===== config.mk =====
export PLATFORM = sky130hd
export DESIGN_NAME = logic_unit_arbiter
export DESIGN_NICKNAME = d
export VERILOG_FILES = /design/src/rtl/lu_pkg.sv /design/src/rtl/logic_unit.sv /design/src/rtl/logic_unit_arbiter.sv
export SDC_FILE = /design/constraint.sdc
export NUM_CORES = 1
export LEC_CHECK = 0
export ABC_AREA = 0
export BUFFER_PORTS_ARGS = -buffer_cell sky130_fd_sc_hd__buf_4
export CAP_MARGIN = 10
export CORE_ASPECT_RATIO = 1.1
export CORE_MARGIN = 5
export CORE_UTILIZATION = 24
export CTS_BUF_LIST = sky130_fd_sc_hd__clkbuf_16
export DETAILED_ROUTE_END_ITERATION = 10
export MAX_ROUTING_LAYER = met4
export SYNTH_ARGS = -nofsm -noshare
export SYNTH_HDL_FRONTEND = slang
export SYNTH_SLANG_ARGS = --single-unit

===== constraint.sdc =====
create_clock -name clk -period 7.04 [get_ports clk]
set_clock_uncertainty 0.05 [all_clocks]
set_input_delay 0.352 -clock clk [delete_from_list [all_inputs] [get_ports clk]]
set_output_delay 0.352 -clock clk [all_outputs]
set_load 0.005 [all_outputs]

===== src/rtl/lu_pkg.sv =====
// Shared definitions for the logic-unit arbiter: opcodes and FSM state encodings.
// Latency: n/a (package only).
// Backpressure: n/a (package only).
package lu_pkg;

    localparam logic [1:0] LU_AND = 2'b00;
    localparam logic [1:0] LU_OR  = 2'b01;
    localparam logic [1:0] LU_XOR = 2'b10;
    localparam logic [1:0] LU_NOR = 2'b11;

    typedef enum logic {
        ST_IDLE = 1'b0,  // no operation outstanding
        ST_BUSY = 1'b1   // result held, waiting for the response handshake
    } lu_state_e;

endpackage


===== src/rtl/logic_unit.sv =====
// Bitwise logic unit: AND/OR/XOR/NOR of a and b selected by op.
// Latency: purely combinational, 0 cycles.
// Backpressure: none, no handshake.
// Ports: out (result), a/b (WIDTH-bit operands), op (2-bit opcode from lu_pkg).
module logic_unit
    import lu_pkg::*;
#(
    parameter int WIDTH = 32
) (
    output logic [WIDTH-1:0] out,
    input  logic [WIDTH-1:0] a,
    input  logic [WIDTH-1:0] b,
    input  logic [1:0]       op
);

    always_comb begin
        out = a & b;
        case (op)
            LU_AND:  out = a & b;
            LU_OR:   out = a | b;
            LU_XOR:  out = a ^ b;
            LU_NOR:  out = ~(a | b);
            default: out = a & b;
        endcase
    end

endmodule


===== src/rtl/logic_unit_arbiter.sv =====
// Round-robin arbiter sharing one logic_unit between two requesters, one op outstanding.
// Latency: request accepted at edge T, registered result valid from cycle T+1.
// Backpressure: while a result waits for rspN_ready, both req*_ready stay low.
// Ports: clk, reset (async active-high); per requester N: reqN_valid/ready/op/a/b,
//        rspN_valid/ready/data. Optional macro LU_ARB_ZERO_FLAG_EN adds rsp0_zero/rsp1_zero.
module logic_unit_arbiter
    import lu_pkg::*;
#(
    parameter int WIDTH = 32
) (
`ifdef LU_ARB_ZERO_FLAG_EN
    output logic             rsp0_zero,
    output logic             rsp1_zero,
`endif
    input  logic             clk,
    input  logic             reset,
    input  logic             req0_valid,
    output logic             req0_ready,
    input  logic [1:0]       req0_op,
    input  logic [WIDTH-1:0] req0_a,
    input  logic [WIDTH-1:0] req0_b,
    output logic             rsp0_valid,
    input  logic             rsp0_ready,
    output logic [WIDTH-1:0] rsp0_data,
    input  logic             req1_valid,
    output logic             req1_ready,
    input  logic [1:0]       req1_op,
    input  logic [WIDTH-1:0] req1_a,
    input  logic [WIDTH-1:0] req1_b,
    output logic             rsp1_valid,
    input  logic             rsp1_ready,
    output logic [WIDTH-1:0] rsp1_data
);

    lu_state_e        state_q, state_d;
    logic             last_grant_q, last_grant_d;
    logic             owner_q, owner_d;
    logic [WIDTH-1:0] data_q, data_d;
    // Per-requester valid flops so rsp*_valid leave the block straight from a register.
    logic [1:0]       rsp_vld_q, rsp_vld_d;

    logic             grant0;
    logic             grant1;
    logic             rsp_hs;
    logic [1:0]       sel_op;
    logic [WIDTH-1:0] sel_a;
    logic [WIDTH-1:0] sel_b;
    logic [WIDTH-1:0] lu_out;

    // Grant depends only on state, last_grant and the two valids. On contention
    // the requester that did not win last time is chosen.
    always_comb begin
        grant0 = 1'b0;
        grant1 = 1'b0;
        if (state_q == ST_IDLE) begin
            if (req0_valid && (!req1_valid || last_grant_q)) begin
                grant0 = 1'b1;
            end else if (req1_valid) begin
                grant1 = 1'b1;
            end
        end
    end

    assign req0_ready = grant0;
    assign req1_ready = grant1;

    assign sel_op = grant1 ? req1_op : req0_op;
    assign sel_a  = grant1 ? req1_a  : req0_a;
    assign sel_b  = grant1 ? req1_b  : req0_b;

    logic_unit #(.WIDTH(WIDTH)) u_logic_unit (
        .out (lu_out),
        .a   (sel_a),
        .b   (sel_b),
        .op  (sel_op)
    );

    assign rsp_hs = owner_q ? (rsp_vld_q[1] && rsp1_ready) : (rsp_vld_q[0] && rsp0_ready);

    always_comb begin
        state_d      = state_q;
        last_grant_d = last_grant_q;
        owner_d      = owner_q;
        data_d       = data_q;
        rsp_vld_d    = rsp_vld_q;
        case (state_q)
            ST_IDLE: begin
                if (grant0 || grant1) begin
                    state_d      = ST_BUSY;
                    data_d       = lu_out;
                    owner_d      = grant1;
                    last_grant_d = grant1;
                    rsp_vld_d    = {grant1, grant0};
                end
            end
            ST_BUSY: begin
                // Returning to IDLE here means a new grant can only happen on the
                // following cycle, giving the 2-cycle issue interval.
                if (rsp_hs) begin
                    state_d   = ST_IDLE;
                    rsp_vld_d = 2'b00;
                end
            end
            default: begin
                state_d   = ST_IDLE;
                rsp_vld_d = 2'b00;
            end
        endcase
    end

    always_ff @(posedge clk or posedge reset) begin
        if (reset) begin
            state_q      <= ST_IDLE;
            last_grant_q <= 1'b1;
            owner_q      <= 1'b0;
            data_q       <= '0;
            rsp_vld_q    <= 2'b00;
        end else begin
            state_q      <= state_d;
            last_grant_q <= last_grant_d;
            owner_q      <= owner_d;
            data_q       <= data_d;
            rsp_vld_q    <= rsp_vld_d;
        end
    end

    assign rsp0_valid = rsp_vld_q[0];
    assign rsp1_valid = rsp_vld_q[1];
    assign rsp0_data  = data_q;
    assign rsp1_data  = data_q;

`ifdef LU_ARB_ZERO_FLAG_EN
    logic zero_q, zero_d;

    always_comb begin
        zero_d = zero_q;
        if (grant0 || grant1) begin
            zero_d = (lu_out == '0);
        end
    end

    always_ff @(posedge clk or posedge reset) begin
        if (reset) begin
            zero_q <= 1'b0;
        end else begin
            zero_q <= zero_d;
        end
    end

    assign rsp0_zero = zero_q;
    assign rsp1_zero = zero_q;
`endif

endmodule

==> impl_results.md <==
- Status: finished, final reports clean
- Total gr overflow: 0
- Final period util: 46.70%
- Synth-to-Final Area Change: 39.96%
- Leading area contributor after synthesis: mux2i_1
- Max-cap viol count: 0
- Commonest non-fill, non-tap cells in the layout: buf_4 (209), inv_1 (100), mux2i_1 (95)
- Vias: 3696
- First-pass GRT wire length: 17790 um
- Top cell type's share of synthesized area: 22.22%
- RePlAce Congestion: 0.7379
- Tot GR Track Use: 10.98%
- Final hold vios: 0
- Ant. Diodes: 0
- Core footprint: 0.01774 sq mm
- Synth cell types: 24
- # DRC: 0
- Post-synthesis xor/xnor area fraction: 0%
- Clk sinks: 37
- Layout cells sized above 1: 40.51%
- Register area share after synthesis: 21.44%
- Commonest non-fill, non-tap cell in the layout: buf_4
- CTS tree: yes
- Final setup violation count: 0
- Clk root buf: clkbuf_16
- Crit path max fanout: 47
- Worst Setup Path Type: reg -> reg
- Post-cts resize count: 0
- Initial Utilization: 24.38%
- Mux cell area share after synthesis: 30.82%
- Pleak: 3.307 nW
- Synth Net Count: 672
- Die Ht: 150.8 um
- Origin of the critical flop-to-flop path: last_grant_q$_DFFE_PP1P_
- Setup TNS: 0 ns
- CTS Buffer Depth: 2
- Post-Syn Instances: 470
- RSZ-0062 raised after global routing: false
- HPWL after DPL: 9095 um
- I/O pin count: 206
- VDD IR-drop max: 124.7 uV
- Synth Area in Adders: 18.52%
- Synthesized flop and latch total: 37
- Synthesized-area fraction occupied by and/or/nand/nor cells: 3.733%
- Initial antenna violation count: 0
- Routed vias/inst: 4.248
- Compound-Gate Fraction of Synth Area: 8.304%
- Pins Over Slew Limit: 0
- Largest family of logic cells by synthesized area: multiplexers
- Final min period: 3.288 ns
- Main area contributors after synthesis: mux2i_1 (22%), dfrtp_1 (21%), ha_1 (19%)
- Clock Latency Late Sink: 0.28 ns
- Die area: 0.02080 sq mm
- H-tree depth: 2
- Critical path startpoint category: flop
- Final WL: 11670 um
- Worst r2r path cells: 7
- Synth Cell Area: 0.004324 sq mm
- First-pass DRT Iterations: 4
- Relative slew slack: 29.32%
- Data required, critical path: 7.16 ns
- Number of CTS-inserted buffers: 5
- Hold WC Path Type: in -> async
- CP Capture Type: flop
- Die X: 138.0 um
- Final #Nets: 833
- Syn Area/Cell: 9.200 sq um
- PD cells: 264.1 mW/mm^2
- Drt wl/cell: 13.41 um
- Worst-margin pin slew: 1.056 ns
- Input/output buffers: 205
- Pre-CTS setup slack: 3.529 ns
- CP arrival: 3.40 ns
- Clock input transition at the sequential cells of the worst setup and hold paths: 0.06 ns
- Largest net degree at the start of global routing: 48
- Final WS setup: 3.752 ns
- Hold Buf Count CTS: 0
- Row cnt: 51
- Initial drt markers: 94
- R2R setup slack: 3.75 ns
- Antenna viol nets, final: 0
- Number of global-route vias before repair: 3601
- Post-CTS Setup Bufs: 0
- Reg2reg end: rsp0_data[16]$_DFFE_PP0P_
- Util after Layout: 34.12%
- Maximum clock frequency: 0.3041 GHz
- Synth warn: 0
final cells by class:
class | instances | area, sq um
clock buffers | 5 | 125.1
clock inverters | 3 | 65.06
fillers | 1883 | 11690
inverters | 101 | 379.1
multi-input cells | 277 | 2689
flip-flops and latches | 37 | 927.1
well taps | 238 | 297.8
repair buffers | 209 | 1569
Yosys cell counts:
cell type / n
a21o_1: 3
mux2_2: 32
dfstp_2: 1
buf_2: 6
mux2_1: 1
clkbuf_1: 9
nand2_1: 33
dfrtp_1: 36
nand3_1: 1
a21bo_2: 1
mux2i_1: 96
nor2_1: 4
o22ai_1: 1
a21boi_0: 1
a21oi_1: 1
inv_1: 101
o221a_1: 1
o21ai_0: 3
o21ai_1: 2
nand2b_1: 1
ha_1: 64
buf_4: 40
nor2_4: 1
o221ai_1: 31
cells by family (layout without fill, tap and decap cells):
logic type	after synthesis	after routing
muxes	129	129
DFF	37	37
buffers and inverters	156	318
AOI/OAI and AO/OA	44	44
adders and majority gates	64	64
and+or+nand+nor	40	40
worst max-delay path, stage by stage (launching register included):
cell	delay, ns
dfstp_2	0.38
a21bo_2	0.22
nor2_4	0.60
buf_4	0.70
mux2_2	0.42
ha_1	0.28
mux2_1	0.29
o221a_1	0.21
power breakdown:
| part | leakage (nW) | total (mW) | internal (mW) | switching, mW |
|---|---|---|---|---|
| sequential | 0.462 | 0.400 | 0.310 | 0.0897 |
| clock | 0.0938 | 0.297 | 0.203 | 0.0942 |
| combinational | 2.75 | 0.901 | 0.495 | 0.406 |
| total | 3.31 | 1.60 | 1.01 | 0.590 |
registers in the layout (all words and copies together) (netlist names):
signal        flops
rsp0_data        32
rsp_vld_q         2
last_grant_q      1
owner_q           1
state_q           1
stage by stage:
step | power, mW | hold slack, ns | cell area [sq um] | instances
CTS | 1.639 | 0.2448 | 6052 | 870
global route | 1.747 | 0.2890 | 6052 | 870
floorplan | 0.9884 | 0.4296 | 4324 | 470
global placement | 1.316 | 0.4473 | 5862 | 862
finish | 1.598 | 0.2055 | 6052 | 870
detailed placement | 1.332 | 0.4587 | 5862 | 862
per-layer routing:
| layer | vias to the layer above | routed length [um] | GRT usage [%] |
|---|---|---|---|
| met5 | - | 0 | - |
| met4 | 0 | 128 | 2.668 |
| met3 | 5 | 843 | 1.827 |
| met2 | 126 | 5737 | 19.14 |
| met1 | 1703 | 4958 | 13.23 |
| li1 | 1862 | - | - |
worst max path at each step:
| stage | start | slack, ns | endpoint | cells after the start |
|---|---|---|---|---|
| after floorplan | req1_valid | 4.67 | rsp0_data[16]$_DFFE_PP0P_ | 9 |
| after global placement | req0_valid | 3.57 | rsp0_data[16]$_DFFE_PP0P_ | 8 |
| after detailed placement | req1_valid | 3.53 | rsp0_data[16]$_DFFE_PP0P_ | 8 |
| after CTS | last_grant_q$_DFFE_PP1P_ | 3.67 | rsp0_data[16]$_DFFE_PP0P_ | 7 |
| after global routing | last_grant_q$_DFFE_PP1P_ | 3.53 | rsp0_data[16]$_DFFE_PP0P_ | 7 |
| final | last_grant_q$_DFFE_PP1P_ | 3.75 | rsp0_data[16]$_DFFE_PP0P_ | 7 |
No activity file was read; power rests on OpenSTA's default activity.
